$ cat src/rtl/m2_cpu8_pkg.sv
//============================================================================
// Module   : m2_cpu8_pkg
// Brief    : Shared widths, opcodes, micro-op encoding and built-in program
//            for the m2_cpu8 microprogrammed CPU.
// Revision : 1.0 - initial release
//============================================================================
`timescale 1ns/1ps
`default_nettype none

package m2_cpu8_pkg;

    localparam int unsigned M2_ADDR_W = 5;
    localparam int unsigned M2_OPC_W  = 4;
    localparam int unsigned M2_DATA_W = M2_OPC_W + M2_ADDR_W;

    localparam logic [M2_OPC_W-1:0] OPC_LDA = 4'b0000;
    localparam logic [M2_OPC_W-1:0] OPC_ADD = 4'b0001;
    localparam logic [M2_OPC_W-1:0] OPC_SUB = 4'b0010;
    localparam logic [M2_OPC_W-1:0] OPC_OUT = 4'b1110;
    localparam logic [M2_OPC_W-1:0] OPC_HLT = 4'b1111;

    localparam logic [M2_ADDR_W-1:0] MAP_NOP = 5'd0;
    localparam logic [M2_ADDR_W-1:0] MAP_LDA = 5'd4;
    localparam logic [M2_ADDR_W-1:0] MAP_ADD = 5'd6;
    localparam logic [M2_ADDR_W-1:0] MAP_SUB = 5'd9;
    localparam logic [M2_ADDR_W-1:0] MAP_OUT = 5'd12;
    localparam logic [M2_ADDR_W-1:0] MAP_HLT = 5'd13;

    // Vertical micro-word: each encoding expands to a fixed strobe set.
    typedef enum logic [3:0] {
        UOP_FETCH_ADDR = 4'd0,
        UOP_PC_INC     = 4'd1,
        UOP_FETCH_IR   = 4'd2,
        UOP_MAP        = 4'd3,
        UOP_OPER_ADDR  = 4'd4,
        UOP_LDA_EXEC   = 4'd5,
        UOP_LOAD_B     = 4'd6,
        UOP_ADD_EXEC   = 4'd7,
        UOP_SUB_EXEC   = 4'd8,
        UOP_OUT_EXEC   = 4'd9,
        UOP_HALT       = 4'd10,
        UOP_CLR        = 4'd11
    } uop_e;

    typedef struct packed {
        logic ep;
        logic cp;
        logic lm;
        logic ce;
        logic li;
        logic ei;
        logic cs;
        logic load;
        logic inc;
        logic clr;
        logic la;
        logic ea;
        logic su;
        logic ad;
        logic eu;
        logic lb;
        logic lo;
    } ctrl_t;

    function automatic logic [M2_DATA_W-1:0] ram_word(input logic [M2_ADDR_W-1:0] addr);
        case (addr)
            5'd0:    ram_word = {OPC_LDA, 5'd9};
            5'd1:    ram_word = {OPC_ADD, 5'd10};
            5'd2:    ram_word = {OPC_SUB, 5'd11};
            5'd3:    ram_word = {OPC_OUT, 5'd0};
            5'd4:    ram_word = {OPC_HLT, 5'd0};
            5'd9:    ram_word = 9'd16;
            5'd10:   ram_word = 9'd20;
            5'd11:   ram_word = 9'd6;
            default: ram_word = '0;
        endcase
    endfunction

endpackage

`default_nettype wire

$ cat src/rtl/m2_cpu8_useq.sv
//============================================================================
// Module   : m2_cpu8_useq
// Brief    : Micro-PC, opcode mapping ROM, control store and strobe decoder.
// Config   : M2_CPU8_HLT_EN makes micro-word 13 a true halt.
// Revision : 1.0 - initial release
//============================================================================
`timescale 1ns/1ps
`default_nettype none

module m2_cpu8_useq
    import m2_cpu8_pkg::*;
(
    input  logic                 clk,
    input  logic                 rst,
    input  logic [M2_OPC_W-1:0]  i_opcode,
    output logic [M2_ADDR_W-1:0] o_pre_out,
    output ctrl_t                o_ctrl
);

    logic [M2_ADDR_W-1:0] upc_q, upc_d;
    uop_e                 uop;

    always_comb begin
        case (i_opcode)
            OPC_LDA: o_pre_out = MAP_LDA;
            OPC_ADD: o_pre_out = MAP_ADD;
            OPC_SUB: o_pre_out = MAP_SUB;
            OPC_OUT: o_pre_out = MAP_OUT;
            OPC_HLT: o_pre_out = MAP_HLT;
            default: o_pre_out = MAP_NOP;
        endcase
    end

    always_comb begin
        case (upc_q)
            5'd0:    uop = UOP_FETCH_ADDR;
            5'd1:    uop = UOP_PC_INC;
            5'd2:    uop = UOP_FETCH_IR;
            5'd3:    uop = UOP_MAP;
            5'd4:    uop = UOP_OPER_ADDR;
            5'd5:    uop = UOP_LDA_EXEC;
            5'd6:    uop = UOP_OPER_ADDR;
            5'd7:    uop = UOP_LOAD_B;
            5'd8:    uop = UOP_ADD_EXEC;
            5'd9:    uop = UOP_OPER_ADDR;
            5'd10:   uop = UOP_LOAD_B;
            5'd11:   uop = UOP_SUB_EXEC;
            5'd12:   uop = UOP_OUT_EXEC;
`ifdef M2_CPU8_HLT_EN
            5'd13:   uop = UOP_HALT;
`endif
            default: uop = UOP_CLR;
        endcase
    end

    always_comb begin
        o_ctrl    = '0;
        o_ctrl.cs = 1'b1;
        case (uop)
            UOP_FETCH_ADDR: begin o_ctrl.ep = 1'b1; o_ctrl.lm = 1'b1; o_ctrl.inc = 1'b1; end
            UOP_PC_INC:     begin o_ctrl.cp = 1'b1; o_ctrl.inc = 1'b1; end
            UOP_FETCH_IR:   begin o_ctrl.ce = 1'b1; o_ctrl.li = 1'b1; o_ctrl.inc = 1'b1; end
            UOP_MAP:        o_ctrl.load = 1'b1;
            UOP_OPER_ADDR:  begin o_ctrl.ei = 1'b1; o_ctrl.lm = 1'b1; o_ctrl.inc = 1'b1; end
            UOP_LDA_EXEC:   begin o_ctrl.ce = 1'b1; o_ctrl.la = 1'b1; o_ctrl.clr = 1'b1; end
            UOP_LOAD_B:     begin o_ctrl.ce = 1'b1; o_ctrl.lb = 1'b1; o_ctrl.inc = 1'b1; end
            UOP_ADD_EXEC:   begin o_ctrl.ad = 1'b1; o_ctrl.eu = 1'b1; o_ctrl.la = 1'b1; o_ctrl.clr = 1'b1; end
            UOP_SUB_EXEC:   begin o_ctrl.su = 1'b1; o_ctrl.eu = 1'b1; o_ctrl.la = 1'b1; o_ctrl.clr = 1'b1; end
            UOP_OUT_EXEC:   begin o_ctrl.ea = 1'b1; o_ctrl.lo = 1'b1; o_ctrl.clr = 1'b1; end
            // No sequencing strobe at all, so the micro-PC parks here until reset.
            UOP_HALT:       o_ctrl.cs = 1'b0;
            UOP_CLR:        o_ctrl.clr = 1'b1;
            default:        o_ctrl.clr = 1'b1;
        endcase
    end

    always_comb begin
        upc_d = upc_q;
        if (o_ctrl.clr)
            upc_d = '0;
        else if (o_ctrl.load)
            upc_d = o_pre_out;
        else if (o_ctrl.inc)
            upc_d = upc_q + M2_ADDR_W'(1);
    end

    always_ff @(posedge clk or negedge rst) begin
        if (!rst)
            upc_q <= '0;
        else
            upc_q <= upc_d;
    end

endmodule

`default_nettype wire

$ cat src/rtl/m2_cpu8.sv
//============================================================================
// Module   : m2_cpu8
// Brief    : SAP-1 class CPU: bus-based datapath and built-in program RAM
//            driven by a vertical microprogrammed sequencer.
// Config   : M2_CPU8_HLT_EN enables a true halt for the HLT opcode.
// Revision : 1.0 - initial release
//============================================================================
`timescale 1ns/1ps
`default_nettype none

module m2_cpu8
    import m2_cpu8_pkg::*;
#(
    parameter int ADDR_W = M2_ADDR_W,
    parameter int OPC_W  = M2_OPC_W,
    parameter int DATA_W = M2_DATA_W
) (
    input  logic              clk,
    input  logic              rst,
    output logic              EP,
    output logic              CP,
    output logic              LM,
    output logic              CE_o,
    output logic              LI_o,
    output logic              EI_o,
    output logic              CS_o,
    output logic              LOAD_o,
    output logic              INC_o,
    output logic              CLR_o,
    output logic              LA_o,
    output logic              EA_o,
    output logic              SU_o,
    output logic              AD_o,
    output logic              EU_o,
    output logic              LB_o,
    output logic              LO_o,
    output logic [ADDR_W-1:0] PC_OUT_o,
    output logic [ADDR_W-1:0] SRAM_ADDR_o,
    output logic [OPC_W-1:0]  IR_1_OUT_o,
    output logic [ADDR_W-1:0] IR_2_OUT_o,
    output logic [DATA_W-1:0] SRAM_OUT,
    output logic [ADDR_W-1:0] PRE_OUT_o,
    output logic [DATA_W-1:0] ACC_OUT_o,
    output logic [DATA_W-1:0] ACC_OUT_bus_o,
    output logic [DATA_W-1:0] B_o,
    output logic [DATA_W-1:0] ALU_OUT_o,
    output logic [DATA_W-1:0] ALU_OUT_bus,
    output logic [DATA_W-1:0] OUT_o
);

    ctrl_t             ctrl;
    logic [ADDR_W-1:0] pc_q, pc_d, mar_q, mar_d;
    logic [DATA_W-1:0] ir_q, ir_d, a_q, a_d, b_q, b_d, out_q, out_d;
    logic [DATA_W-1:0] bus, alu, sram_rd;

    m2_cpu8_useq u_useq (
        .clk       (clk),
        .rst       (rst),
        .i_opcode  (ir_q[DATA_W-1:ADDR_W]),
        .o_pre_out (PRE_OUT_o),
        .o_ctrl    (ctrl)
    );

    // Program memory is read-only in this instruction set, so it reduces to a lookup.
    assign sram_rd = ram_word(mar_q);
    assign alu     = ctrl.su ? (a_q - b_q) : (a_q + b_q);

    always_comb begin
        bus = '0;
        if (ctrl.ep) bus = bus | DATA_W'(pc_q);
        if (ctrl.ce) bus = bus | sram_rd;
        if (ctrl.ei) bus = bus | DATA_W'(ir_q[ADDR_W-1:0]);
        if (ctrl.ea) bus = bus | a_q;
        if (ctrl.eu) bus = bus | alu;
    end

    always_comb begin
        pc_d  = ctrl.cp ? pc_q + ADDR_W'(1) : pc_q;
        mar_d = ctrl.lm ? bus[ADDR_W-1:0]   : mar_q;
        ir_d  = ctrl.li ? bus : ir_q;
        a_d   = ctrl.la ? bus : a_q;
        b_d   = ctrl.lb ? bus : b_q;
        out_d = ctrl.lo ? bus : out_q;
    end

    always_ff @(posedge clk or negedge rst) begin
        if (!rst) begin
            pc_q  <= '0;
            mar_q <= '0;
            ir_q  <= '0;
            a_q   <= '0;
            b_q   <= '0;
            out_q <= '0;
        end else begin
            pc_q  <= pc_d;
            mar_q <= mar_d;
            ir_q  <= ir_d;
            a_q   <= a_d;
            b_q   <= b_d;
            out_q <= out_d;
        end
    end

    assign EP     = ctrl.ep;
    assign CP     = ctrl.cp;
    assign LM     = ctrl.lm;
    assign CE_o   = ctrl.ce;
    assign LI_o   = ctrl.li;
    assign EI_o   = ctrl.ei;
    assign CS_o   = ctrl.cs;
    assign LOAD_o = ctrl.load;
    assign INC_o  = ctrl.inc;
    assign CLR_o  = ctrl.clr;
    assign LA_o   = ctrl.la;
    assign EA_o   = ctrl.ea;
    assign SU_o   = ctrl.su;
    assign AD_o   = ctrl.ad;
    assign EU_o   = ctrl.eu;
    assign LB_o   = ctrl.lb;
    assign LO_o   = ctrl.lo;

    assign PC_OUT_o      = pc_q;
    assign SRAM_ADDR_o   = mar_q;
    assign IR_1_OUT_o    = ir_q[DATA_W-1:ADDR_W];
    assign IR_2_OUT_o    = ir_q[ADDR_W-1:0];
    assign SRAM_OUT      = sram_rd;
    assign ACC_OUT_o     = a_q;
    assign ACC_OUT_bus_o = ctrl.ea ? a_q : '0;
    assign B_o           = b_q;
    assign ALU_OUT_o     = alu;
    assign ALU_OUT_bus   = ctrl.eu ? alu : '0;
    assign OUT_o         = out_q;

endmodule

`default_nettype wire

$ cat config.mk
export PLATFORM = sky130hd
export DESIGN_NAME = m2_cpu8
export DESIGN_NICKNAME = d
export VERILOG_FILES = /design/src/rtl/m2_cpu8_pkg.sv /design/src/rtl/m2_cpu8_useq.sv /design/src/rtl/m2_cpu8.sv
export SDC_FILE = /design/constraint.sdc
export NUM_CORES = 1
export LEC_CHECK = 0
export ABC_AREA = 1
export ABC_CLOCK_PERIOD_IN_PS = 3400
export CAP_MARGIN = 20
export CORE_UTILIZATION = 35
export DETAILED_ROUTE_END_ITERATION = 10
export PLACE_DENSITY_LB_ADDON = 0.15
export RECOVER_POWER = 50
export SLEW_MARGIN = 0
export SYNTH_ARGS = -nofsm -noshare
export SYNTH_HDL_FRONTEND = slang
export SYNTH_HIERARCHICAL = 1
export SYNTH_SLANG_ARGS = --single-unit
$ cat constraint.sdc
create_clock -name clk -period 3.4 [get_ports clk]
set_input_delay 0.34 -clock clk [delete_from_list [all_inputs] [get_ports clk]]
set_output_delay 0.34 -clock clk [all_outputs]
set_load 0.01 [all_outputs]
# Word-level counts from Yosys, hierarchy flattened
# Memory sizes are Yosys's and may differ from the RTL's.
# Cells that the tools add are included.
# totals
regBits,51
mem_bits_ro,208
inputBits,2
out_inout_bits,104
word_cells,70
memories,2
# mem_list
memory,words,width,read_ports,rd_clocked_by_memory_dff,wr,line_no,source
(no name shown),16,9,1,0,0,m2_cpu8_pkg.sv:66,case (addr)
(no name shown),16,4,1,0,0,m2_cpu8_useq.sv:35,case (upc_q)
# op_classes
addsub,4
n_eq_ne,15
mux,30
bitwise,4
n_reduce_logical,8
# op_table
cell,n
$mux 9,8
$or 9x9->9,3
$eq 4x4->1 const B,5
$mux 5,4
$pmux 4 s5,1
$eq 4x3->1 const B,4
$mux 1,16
$eq 4x2->1 const B,3
$add 5x1->5 const B,2
$add 9x9->9,1
$or 9x5->9,1
$sub 9x9->9,1
$eq 4x1->1 const B,2
$logic_not 4->1,2
$reduce_or 7->1,1
$reduce_or 3->1,2
$reduce_or 5->1,1
$mux 4,1
$reduce_or 2->1,2
$ne 3x1->1 const B,1

# Depth between registers and ports, before layout
# Gate-level depths: netlist (run 1).
# An unclocked memory read counts as a cell.
# depth
ltp_word,13
ltp_mapped,24

# By module
# The synthesis (run 1) kept the hierarchy.
# by_module_without_submodules
module,n_inst,cells_per_inst,area_each_um2,seq_area_each_um2
m2_cpu8,1,375,2817.7,1151.1
m2_cpu8_useq,1,132,780.7,125.1

# Least setup slack after synthesis (run 1)
# Ideal clock, no wire load.
# synth_path
path_type,register to output
from,reg u_useq.upc_q[0]
to,out ALU_OUT_bus[6]
t_arrival_ps,2998
slack_ps,62
stages_incl_launch_ff,19
path_cell_list,dfrtp_1 > inv_1 > ha_1 > nor2_1 > nand2_1 > nand2_1 > nand3_4 > inv_2 > nand2_1 > nor2_1 > o21ai_0 > fa_1 > inv_1 > nand3_1 > nand2_1 > nand3_1 > nand3_1 > nand3_2 > inv_1
# synth_between
elab_chain_len,6
word_cells_on_any_way,9
cone_classes,eq/ne: 2; mux: 5; reduce/logical: 1; memory: 1
# synth_lines
element,line_no,source
start: declaration,m2_cpu8_useq.sv:20,"logic [M2_ADDR_W-1:0] upc_q, upc_d;"
start signal: assignment,m2_cpu8_useq.sv:91,upc_q <= upc_d;
$mem_v2 16x4,--,
$mux 4,m2_cpu8_useq.sv:35,
$eq 4x4->1,m2_cpu8_useq.sv:59,case (uop)
$mux 1,m2_cpu8_useq.sv:59,
named net SU_o,m2_cpu8.sv:32,"output logic SU_o,"
$mux 9,m2_cpu8.sv:66,assign alu = ctrl.su ? (a_q - b_q) : (a_q + b_q);
$mux 9,m2_cpu8.sv:131,assign ALU_OUT_bus = ctrl.eu ? alu : '0;
end: declaration,m2_cpu8.sv:47,"output logic [DATA_W-1:0] ALU_OUT_bus,"
# The timed path passes the listed nets, and every way through them passes these cells.

# Final worst setup path (run 1)
# layout_path
from,reg u_useq.upc_q[0]
to,out ALU_OUT_bus[7]
# layout_between
elab_chain_len,6
word_cells_on_any_way,9
cone_classes,eq/ne: 2; mux: 5; reduce/logical: 1; memory: 1
# layout_lines
element,line_no
$mem_v2 16x4 *,--
$mux 4 *,m2_cpu8_useq.sv:35
$eq 4x4->1 or $eq 4x3->1 (tied branches),m2_cpu8_useq.sv:59
$mux 1 or $reduce_or 2->1 (tied branches),--
$mux 9 or $mux 1 (tied branches),"m2_cpu8.sv:66, m2_cpu8_useq.sv:59"
$mux 9 *,m2_cpu8.sv:131
# Every way passes the cells marked *; elsewhere a longest branch is shown, timed or not.

==> results of run 1 <==
-- area by class of cell --
cell class,count,area (sq um),area share
Multi-Input combinational cell,357,2210,0.395
Timing Repair Buffer,168,1510,0.271
Sequential cell,51,1280,0.229
Inverter,87,332,0.0593
Tap cell,133,166,0.0297
Clock buffer,7,86.3,0.0154
Clock inverter,1,8.76,0.00157
-- power by group through the flow --
stage	sequential (mW)	clock, mW	combinational (mW)
after floorplan	0.618	0	0.00133
after global placement	0.618	0	0.0148
after detailed placement	0.618	0	0.0151
after CTS	0.606	0.394	0.0150
after global routing	0.606	0.421	0.0164
final	0.606	0.382	0.0132
-- worst max path at each step --
stage / start / cells past startpoint / slack (ns) / endpoint
after detailed placement: u_useq/upc_q[0] / 18 / -0.25 / ALU_OUT_bus[6]
after CTS: u_useq/upc_q[0] / 22 / -0.04 / ALU_OUT_bus[5]
after global placement: u_useq/upc_q[0] / 20 / -0.17 / ALU_OUT_bus[6]
final: u_useq/upc_q[0] / 22 / -0.02 / ALU_OUT_bus[7]
after global routing: u_useq/upc_q[0] / 22 / -0.25 / ALU_OUT_o[7]
after floorplan: u_useq/upc_q[0] / 18 / 0.06 / ALU_OUT_bus[6]
-- cell usage in the layout, fill, tap and decap left out, types with 6 or more instances in the layout --
| master | netlist | layout |
|---|---|---|
| o21ai_0 | 15 | 14 |
| xor2_1 | 9 | 8 |
| nand3_2 | 5 | 10 |
| nor2_2 | 3 | 9 |
| buf_4 | 4 | 52 |
| buf_6 | 4 | 14 |
| clkbuf_8 | 0 | 6 |
| nand2_2 | 8 | 24 |
| ha_1 | 21 | 14 |
| inv_2 | 8 | 17 |
| a31oi_1 | 9 | 9 |
| nor2_1 | 47 | 39 |
| dfrtp_1 | 51 | 48 |
| clkdlybuf4s50_1 | 0 | 43 |
| inv_1 | 79 | 69 |
| a21oi_1 | 12 | 8 |
| nand2_1 | 167 | 146 |
| nand3_1 | 24 | 17 |
| buf_2 | 3 | 8 |
| dlygate4sd3_1 | 0 | 44 |
-- Yosys cell counts (all sizes together) --
| library cell | instances | area share |
|---|---|---|
| clkbuf | 1 | 0.0010 |
| a22oi | 2 | 0.0042 |
| fa | 1 | 0.0056 |
| ha | 21 | 0.073 |
| xor2 | 10 | 0.026 |
| mux2 | 1 | 0.0031 |
| nor3 | 4 | 0.0056 |
| nand2 | 175 | 0.19 |
| nand3 | 31 | 0.057 |
| or2 | 1 | 0.0017 |
| conb | 1 | 0.0010 |
| a21oi | 13 | 0.019 |
| o22ai | 1 | 0.0035 |
| nor3b | 1 | 0.0021 |
| buf | 11 | 0.025 |
| xnor2 | 4 | 0.0097 |
| dfrtp | 51 | 0.35 |
| nand4 | 5 | 0.0087 |
| nand3b | 2 | 0.0063 |
| inv | 87 | 0.091 |
| a31oi | 9 | 0.016 |
| o21a | 1 | 0.0021 |
| a221oi | 3 | 0.0073 |
| o21ai | 20 | 0.031 |
| nor2 | 51 | 0.057 |
-- flip-flops by register name, indices dropped and copies added (netlist names) --
signal        count
B_o               9
u_useq/upc_q      5
ir_q              9
ACC_OUT_o         9
OUT_o             9
SRAM_ADDR_o       5
PC_OUT_o          5
-- critical path: stages, from the launching register on --
cell	delay [ns]
dfrtp_2	0.45
ha_2	0.20
inv_2	0.05
ha_2	0.17
inv_2	0.04
nand2_2	0.06
nand3_2	0.08
nand2_2	0.10
nor2_2	0.04
buf_6	0.14
nor2_1	0.13
xor2_1	0.15
inv_1	0.08
ha_4	0.30
buf_6	0.12
nand2_2	0.09
nor2_4	0.14
nand2_4	0.07
nand2_2	0.07
nand2_2	0.06
nand3_2	0.07
inv_2	0.04
buf_6	0.11
-- per-stage QoR --
stage	cell area [sq um]	total power, mW	instances	util	TNS [ns]
6_report	5590	1.00	804	0.567	-0.0465
5_1_grt	5590	1.04	804	0.567	-2.49
4_1_cts	5420	1.02	799	0.549	-0.127
3_5_place_dp	5030	0.633	774	0.510	-1.90
3_3_place_gp	5030	0.633	774	0.510	-0.963
2_1_floorplan	3600	0.620	507	-	0
-- cell families (layout without fill, tap and decap cells) --
logic type               after synthesis  after routing  share of synthesized area
other                                  1              1                    0.00104
buffers and inverters                 99            263                      0.117
multiplexers                           1              1                    0.00313
AO/OA/AOI/OAI                         49             49                     0.0828
AND/OR/NAND/NOR                      270            270                      0.327
flip-flops                            51             51                      0.355
XOR/XNOR                              14             14                     0.0362
adder cells (fa/ha/maj)               22             22                     0.0786
-- what timing repair did --
action	4_1_cts	5_1_grt
gates resized for setup	107	44
pin swaps	33	27
buffers inserted	17	5
endpoints found under the setup margin	16	31
-- layer usage --
metal  vias up  wire length (microns)
li1       1887                      -
met1      1845                   5300
met2       101                   5930
met3        18                    466
met4         0                    260
met5         -                      0
==> impl_results.md, run 1 <==
- Flop-to-flop setup slack: 0.25 ns
- Synth Net Count: 531
- Routed Antenna Nets: 0
- Critical R2R Capture: ACC_OUT_o[3]
- Worst setup SP type: register
- Cts bufs inserted: 5
- FF+latch count, synth: 51
- Post-Syn Area: 0.00360 sq mm
- Gate power share: 0.013
- Final HPWL DP: 9.07 mm
- H-tree Lvls: 2
- Clock latency on the worst-skew pair: 0.31 ns
- Sw Pwr: 0.227 mW
- Avg Inst Size Synth: 7.10 sq um
- Worst r2r src: u_useq/upc_q[1]
- Gr busiest metal: met2
- DR vias: 3851
- Initial Util: 0.365
- Violated checks: max-capacitance violations, max-slew violations, negative setup slack
- Worst setup margin: -0.0190 ns
- Worst-path clk slew: 0.10 ns
- Share of layout cells above drive strength 1: 0.277
- DRT Wirelength: 12.0 mm
- Final Max Tran Viols: 35
- Vias in the first global route: 3702
- Pint: 0.774 mW
- FMAX: 292 MHz
- Met2 usage in global routing: 0.403
- Ys Warns: 6
- Hold-fix buffers, CTS: 0
- Worst endpoint required time: 3.06 ns
- Fillcell total: 931
- Endpoints failing hold: 0
- CTS tree: done
- Max-Cap Viols: 1
- Clk buf depth: 2
- Antenna cells: 0
- Row count: 36
- Drt first pass iters: 4
- Status: finished, violations left
- Post-Synthesis Cells: 507
- Hold slack: 0.487 ns
- Met3 usage: 0.0262
- Setup Slack @ Placement: -0.245 ns
- DR iter-0 viols: 217
- Die width: 103 microns
- Top Ports: 106
- Register area share after synthesis: 0.355
- Period Utilization, post-route: 1.01
- Die height: 103 microns
- Tot GR Track Use: 0.232
- Worst hold stages: 2
- CTS root buffer: clkbuf_8
- Final period demand of the worst path: 3.42 ns
- Leakage: 3.02 nW
- Setup CP Type: register to output port
- WL/cell: 14.9 microns
- Slew HR: -0.268
- Endpoints failing setup: 4
- Hold path startpoint: OUT_o[7]
- DRC: 0
- Worst VDD drop: 0.141 mV
- Die area: 0.0107 sq mm
- # clock sinks: 51
- Worst slew pin tran: 1.90 ns
- First-pass GRT wire length: 18.8 mm
- Final nets: 694
- Sw Ratio: 0.227
- PwrDens: 179 mW/mm^2
- Gpl congestion: 0.882
- Crit path DAT: 3.08 ns
- Largest net degree at the start of global routing: 35
- Worst Hold Class: register to register
- Unrepaired setup endpoints after global routing: true
- CP max FO: 8
- Reg2Reg Depth: 22
- GR Overflow Total: 0
- Cell variety after synth: 37
- Clock power share: 0.382
- Port bufs: 104
- Core ar.: 0.00986 sq mm
- Clock Skew: 0.00553 ns
- GR Util met1: 0.306
- Sequential share of power: 0.605
- Initial antenna violation count: 0
- WHS Endpoint: OUT_o[7]
- P&R area growth vs syn: 55.5%
- Worst setup EP type: output port
- DR vias/cell: 4.79
Power figures use the tool's default switching activity.
==> run 2: changes to the inputs <==
Settings changed: CTS_BUF_LIST from default to sky130_fd_sc_hd__clkbuf_8.
==> impl_results.md, run 2 (synthesized netlist as in run 1, its figures left out) <==
- Routed Antenna Nets: 0 (unchanged)
- DRC: 0 (unchanged)
- Worst setup EP type: output port
- Final nets: 694 (unchanged)
- P&R area growth vs syn: 55.5% (unchanged)
- Top Ports: 106 (unchanged)
- Worst r2r src: u_useq/upc_q[1]
- Slew HR: -0.263 (+0.00511)
- Share of layout cells above drive strength 1: 0.277 (unchanged)
- Die width: 103 microns (unchanged)
- Cts bufs inserted: 5 (unchanged)
- Placed cell area: 0.00503 sq mm (unchanged)
- Largest net degree at the start of global routing: 35 (unchanged)
- DR iter-0 viols: 214 (-1.4%)
- FMAX: 293 MHz (about the same)
- PwrDens: 178 mW/mm^2 (-0.38%)
- Final period demand of the worst path: 3.42 ns (-0.00248 ns)
- Worst slew pin tran: 1.89 ns (-0.00766 ns)
- Worst hold stages: 2 (unchanged)
- Most common cell on crit path: nand2_2
- Max-Cap Viols: 1 (unchanged)
- Tot GR Track Use: 0.232 (unchanged)
- Clock Skew: 0.00542 ns (-0.000108 ns)
- Initial Util: 0.365 (unchanged)
- Reg area: 0.00128 sq mm (unchanged)
- DR vias: 3852 (+0.026%)
- GR Overflow Total: 0 (unchanged)
- Worst-path clk slew: 0.10 ns (about the same)
- Period Utilization, post-route: 1.00 (about the same)
- Most frequent cells in the layout: nand2_1, inv_1, buf_4
- Multi-input logic area: 0.00221 sq mm (unchanged)
- CP cell instances: ha_2, inv_2, ha_2, inv_2, nand2_2, nand3_2, nand2_2, nor2_2, buf_6, nor2_1, xor2_1, inv_1, ha_4, buf_6, nand2_2, nor2_4, nand2_4, nand2_2, nand2_2, nand3_2, inv_2, buf_6
- Violated checks: max-capacitance violations, max-slew violations, negative setup slack
- Unrepaired setup endpoints after global routing: true
- Core ar.: 0.00986 sq mm (unchanged)
- WL/cell: 14.9 microns (about the same)
- Worst VDD drop: 0.140 mV (-1.0%)
- Hold-fix buffers, CTS: 0 (unchanged)
- Post-Route Setup TNS: -0.0341 ns (+0.0125 ns)
- Placed instance count: 774 (unchanged)
- Critical R2R Capture: ACC_OUT_o[3]
- Vias in the first global route: 3702 (unchanged)
- Hold path startpoint: OUT_o[7]
- CTS tree: done
- DRT Wirelength: 12.0 mm (about the same)
- Gpl congestion: 0.882 (unchanged)
- Die area: 0.0107 sq mm (unchanged)
- H-tree Lvls: 2 (unchanged)
- Non-filler cells, final: 804 (unchanged)
- CTS root buffer: clkbuf_8
- First-pass GRT wire length: 18.8 mm (unchanged)
- Row count: 36 (unchanged)
- Crit path DAT: 3.08 ns (about the same)
- Clk buf depth: 2 (unchanged)
- Final Max Tran Viols: 35 (unchanged)
- Most common cell after layout, fill and taps aside: nand2_1
- Initial antenna violation count: 0 (unchanged)
- DR vias/cell: 4.79 (about the same)
- Final HPWL DP: 9.07 mm (unchanged)
- Leakage: 3.02 nW (+0.14%)
- CP max stage cell: dfrtp_2
- Worst setup SP type: register
- Endpoints failing hold: 0 (unchanged)
- Worst setup margin: -0.0165 ns (+0.00248 ns)
- Clock latency on the worst-skew pair: 0.31 ns (about the same)
- CP max stage delay: 0.45 ns (about the same)
- Drt first pass iters: 4 (unchanged)
- Worst endpoint required time: 3.06 ns (about the same)
- Worst Hold Class: register to register
- Die height: 103 microns (unchanged)
- WHS Endpoint: OUT_o[7]
- Cell area after layout: 0.00559 sq mm (unchanged)
- Endpoints failing setup: 3 (-1)
- Setup CP Type: register to output port
- Port bufs: 104 (unchanged)
- Flop-to-flop setup slack: 0.24 ns (about the same)
- Reg2Reg Depth: 22 (unchanged)
- Fillcell total: 931 (unchanged)
- CP max FO: 8 (unchanged)
- Antenna cells: 0 (unchanged)
- # clock sinks: 51 (unchanged)
- Status: finished, violations left
-- run 2: changes by cell type in the layout (fill, tap and decap cells not counted) --
cell	change
clkbuf_1	-1
inv_1	+1
-- run 2: timing repair --
item,CTS,global route
resized for setup,107,44
endpoints found under the hold margin,0,0
pin swaps,33,27
setup endpoints to repair,16,31
cloned,0,0
buffers inserted,17,5
-- run 2: layout make-up --
cell class | instances | share of cell area
clock inverter | 2 | 0.00224
clock buffer | 6 | 0.0148
inverter | 87 | 0.0593
timing repair buffer | 168 | 0.271
tap | 133 | 0.0297
sequential | 51 | 0.229
multi-input combinational | 357 | 0.395
-- run 2: worst max path at each step --
stage / from / to / slack [ns] / cells past startpoint
final: u_useq/upc_q[0] / ALU_OUT_bus[7] / -0.02 / 22
after global routing: u_useq/upc_q[0] / ALU_OUT_o[7] / -0.25 / 22
after CTS: u_useq/upc_q[0] / ALU_OUT_bus[5] / -0.04 / 22
after detailed placement: u_useq/upc_q[0] / ALU_OUT_bus[6] / -0.25 / 18
after global placement: u_useq/upc_q[0] / ALU_OUT_bus[6] / -0.17 / 20
after floorplan: u_useq/upc_q[0] / ALU_OUT_bus[6] / 0.06 / 18
-- run 2: metal layers --
| metal | track usage | up-vias | part of all wire |
|---|---|---|---|
| li1 | - | 1887 | - |
| met1 | 0.306 | 1846 | 0.45 |
| met2 | 0.403 | 101 | 0.50 |
| met3 | 0.0262 | 18 | 0.036 |
| met4 | 0.0628 | 0 | 0.022 |
| met5 | 0 | - | 0 |
-- run 2: critical path, delay by kind of cell (launching register included) --
kind,cells,cell delay (ns)
AND/OR/NAND/NOR,11,0.91
buffers and inverters,7,0.58
XOR/XNOR,1,0.15
adder cells (fa/ha/maj),3,0.67
flip-flops,1,0.45
-- run 2: power breakdown --
group / leakage, nW / total (mW) / switching, mW / internal [mW]
registers: 0.654 / 0.606 / 0 / 0.606
clock network: 0.0526 / 0.378 / 0.214 / 0.165
logic: 2.32 / 0.0132 / 0.0127 / 0.000467
-- run 2: stage by stage --
step	hold slack, ns	setup slack [ns]	power [mW]	util
global route	0.517	-0.246	1.04	0.567
CTS	0.121	-0.0356	1.01	0.549
global placement	0.460	-0.169	0.633	0.510
detailed placement	0.467	-0.245	0.633	0.510
floorplan	0.0444	0.0624	0.620	-
finish	0.487	-0.0165	0.998	0.567
==> run 3: changes to the inputs <==
Settings changed: CORE_MARGIN from default to 4.
==> impl_results.md, run 3 (synthesized netlist as in run 1, its figures left out) <==
- Status: finished, violations left
- Violated checks: max-capacitance violations, max-slew violations, negative setup slack
- Die height: 109 microns (+5.8%)
- Row count: 36 (unchanged)
- Hold-fix buffers, CTS: 0 (unchanged)
- First-pass GRT wire length: 19.0 mm (+1.1%)
- Leakage: 3.01 nW (-0.50%)
- Drt first pass iters: 4 (unchanged)
- Largest net degree at the start of global routing: 33 (-5.7%)
- Sequential share of power: 0.609 (+0.002)
- GR Util met1: 0.273 (-0.0338)
- FMAX: 290 MHz (-0.75%)
- Most common cell after layout, fill and taps aside: nand2_1
- Slew HR: -0.255 (+0.00842)
- Most frequent cells in the layout: nand2_1, inv_1, buf_4
- Met3 usage: 0.0311 (+0.00491)
- Worst-path clk slew: 0.10 ns (about the same)
- Met2 usage in global routing: 0.341 (-0.0626)
- Hold slack: 0.491 ns (+0.00385 ns)
- Post-Route Setup TNS: -0.214 ns (-0.180 ns)
- Die area: 0.0120 sq mm (+12%)
- H-tree Lvls: 2 (unchanged)
- Initial antenna violation count: 0 (unchanged)
- Gate power share: 0.013 (about the same)
- Max-Cap Viols: 1 (unchanged)
- Final HPWL DP: 9.09 mm (+0.18%)
- Top Ports: 106 (unchanged)
- DR vias: 3878 (+0.67%)
- PwrDens: 177 mW/mm^2 (-0.73%)
- Initial Util: 0.363 (-0.00166)
- Core ar.: 0.00991 sq mm (+0.46%)
- # clock sinks: 51 (unchanged)
- Die width: 109 microns (+5.8%)
- Pint: 0.753 mW (-2.4%)
- Share of layout cells above drive strength 1: 0.288 (+0.0111)
- Worst Hold Class: register to register
- Worst setup margin: -0.0424 ns (-0.0259 ns)
- Final Max Tran Viols: 33 (-5.7%)
- Worst setup EP type: output port
- Vias in the first global route: 3780 (+2.1%)
- Sw Ratio: 0.244 (+0.0167)
- Placed instance count: 773 (-0.13%)
- Period Utilization, post-route: 1.01 (+0.00761)
- Port bufs: 104 (unchanged)
- Setup CP Type: register to output port
- Final nets: 696 (+0.29%)
- Sw Pwr: 0.243 mW (+7.1%)
- Worst setup SP type: register
- Cts bufs inserted: 5 (unchanged)
- DR vias/cell: 4.81 (+0.43%)
- Clock power share: 0.378 (about the same)
- Fillcell total: 935 (+0.43%)
- Worst VDD drop: 0.142 mV (+1.9%)
- Clock Skew: 0.00590 ns (+0.000481 ns)
- Gpl congestion: 0.968 (+9.7%)
- DRT Wirelength: 12.4 mm (+3.8%)
- CTS root buffer: clkbuf_8
- DRC: 0 (unchanged)
- WL/cell: 15.4 microns (+3.6%)
- Final Core Density: 0.567 (about the same)
- CTS tree: done
- Routed Antenna Nets: 0 (unchanged)
- Endpoints failing hold: 0 (unchanged)
- Crit path DAT: 3.10 ns (+0.02 ns)
- Unrepaired setup endpoints after global routing: true
- Final Power: 0.995 mW (-0.22%)
- Clk buf depth: 2 (unchanged)
- Final period demand of the worst path: 3.44 ns (+0.0259 ns)
- CP max FO: 8 (unchanged)
- DR iter-0 viols: 215 (+0.47%)
- GR Overflow Total: 0 (unchanged)
- Tot GR Track Use: 0.202 (-0.0304)
- Worst endpoint required time: 3.06 ns (about the same)
- Antenna cells: 0 (unchanged)
- P&R area growth vs syn: 56.3%
- Worst slew pin tran: 1.88 ns (-0.0126 ns)
- Gr busiest metal: met2
- Clock latency on the worst-skew pair: 0.31 ns (about the same)
- Non-filler cells, final: 806 (+0.25%)
- Endpoints failing setup: 7 (+4)
-- run 3: power groups by stage --
| stage | Combinational, mW | Clock (mW) | Sequential (mW) |
|---|---|---|---|
| 6_report | 0.0132 | 0.376 | 0.606 |
| 5_1_grt | 0.0160 | 0.412 | 0.606 |
| 4_1_cts | 0.0150 | 0.384 | 0.606 |
| 3_5_place_dp | 0.0151 | 0 | 0.618 |
| 3_3_place_gp | 0.0146 | 0 | 0.618 |
| 2_1_floorplan | 0.00133 | 0 | 0.618 |
-- run 3: timing repair --
| action | 4_1_cts | 5_1_grt |
|---|---|---|
| cloned | 0 | 0 |
| endpoints found under the hold margin | 0 | 0 |
| pin swaps | 23 | 34 |
| resized for setup | 95 | 66 |
| setup buffers | 18 | 7 |
| endpoints found under the setup margin | 17 | 20 |
-- run 3: per-layer routing --
layer	part of all wire	vias to the layer above
met3	0.053	14
met2	0.49	140
met1	0.44	1829
li1	-	1895
met4	0.016	0
met5	0	-
-- run 3: worst max-delay path, stage by stage, from the launching register on --
cell     delay [ns]
dfrtp_1        0.44
ha_2           0.22
inv_2          0.06
ha_2           0.15
inv_1          0.04
nand2_2        0.06
nand3_2        0.09
nand2_2        0.12
nor2_4         0.05
buf_8          0.14
inv_6          0.06
nand2_4        0.04
xor2_1         0.14
ha_1           0.35
buf_6          0.16
nand2_4        0.05
inv_2          0.04
a21oi_2        0.14
nand2_2        0.09
inv_2          0.05
nand2_2        0.05
nand3_2        0.07
inv_1          0.04
buf_2          0.13
-- run 3: worst paths after layout --
| check | slack [ns] | cells after the start | end | from |
|---|---|---|---|---|
| max | -0.04 | 23 | ALU_OUT_bus[8] | u_useq/upc_q[0] |
| min | 0.49 | 2 | OUT_o[1] | OUT_o[1] |
| min in group asynchronous | 0.53 | 1 | OUT_o[1] | rst |
| max reg2reg | 0.26 | 22 | SRAM_ADDR_o[4] | u_useq/upc_q[0] |
| max in group asynchronous | 1.14 | 2 | B_o[6] | rst |
| min reg2reg | 0.49 | 2 | OUT_o[1] | OUT_o[1] |
-- run 3: final cells by class --
type                            instances  area, sq um  area share
Clock buffer                            5         68.8      0.0122
Clock inverter                          3         18.8     0.00334
Inverter                               87          334      0.0594
Multi-Input combinational cell        357         2230       0.397
Sequential cell                        51         1280       0.227
Tap cell                              133          166      0.0296
Timing Repair Buffer                  170         1530       0.271
-- run 3: per-stage QoR --
step           setup WS [ns]  instance area [sq um]
2_1_floorplan         0.0624                   3600
3_3_place_gp         -0.0935                   5020
3_5_place_dp          -0.273                   5020
4_1_cts              -0.0901                   5430
5_1_grt               -0.219                   5620
6_report             -0.0424                   5620
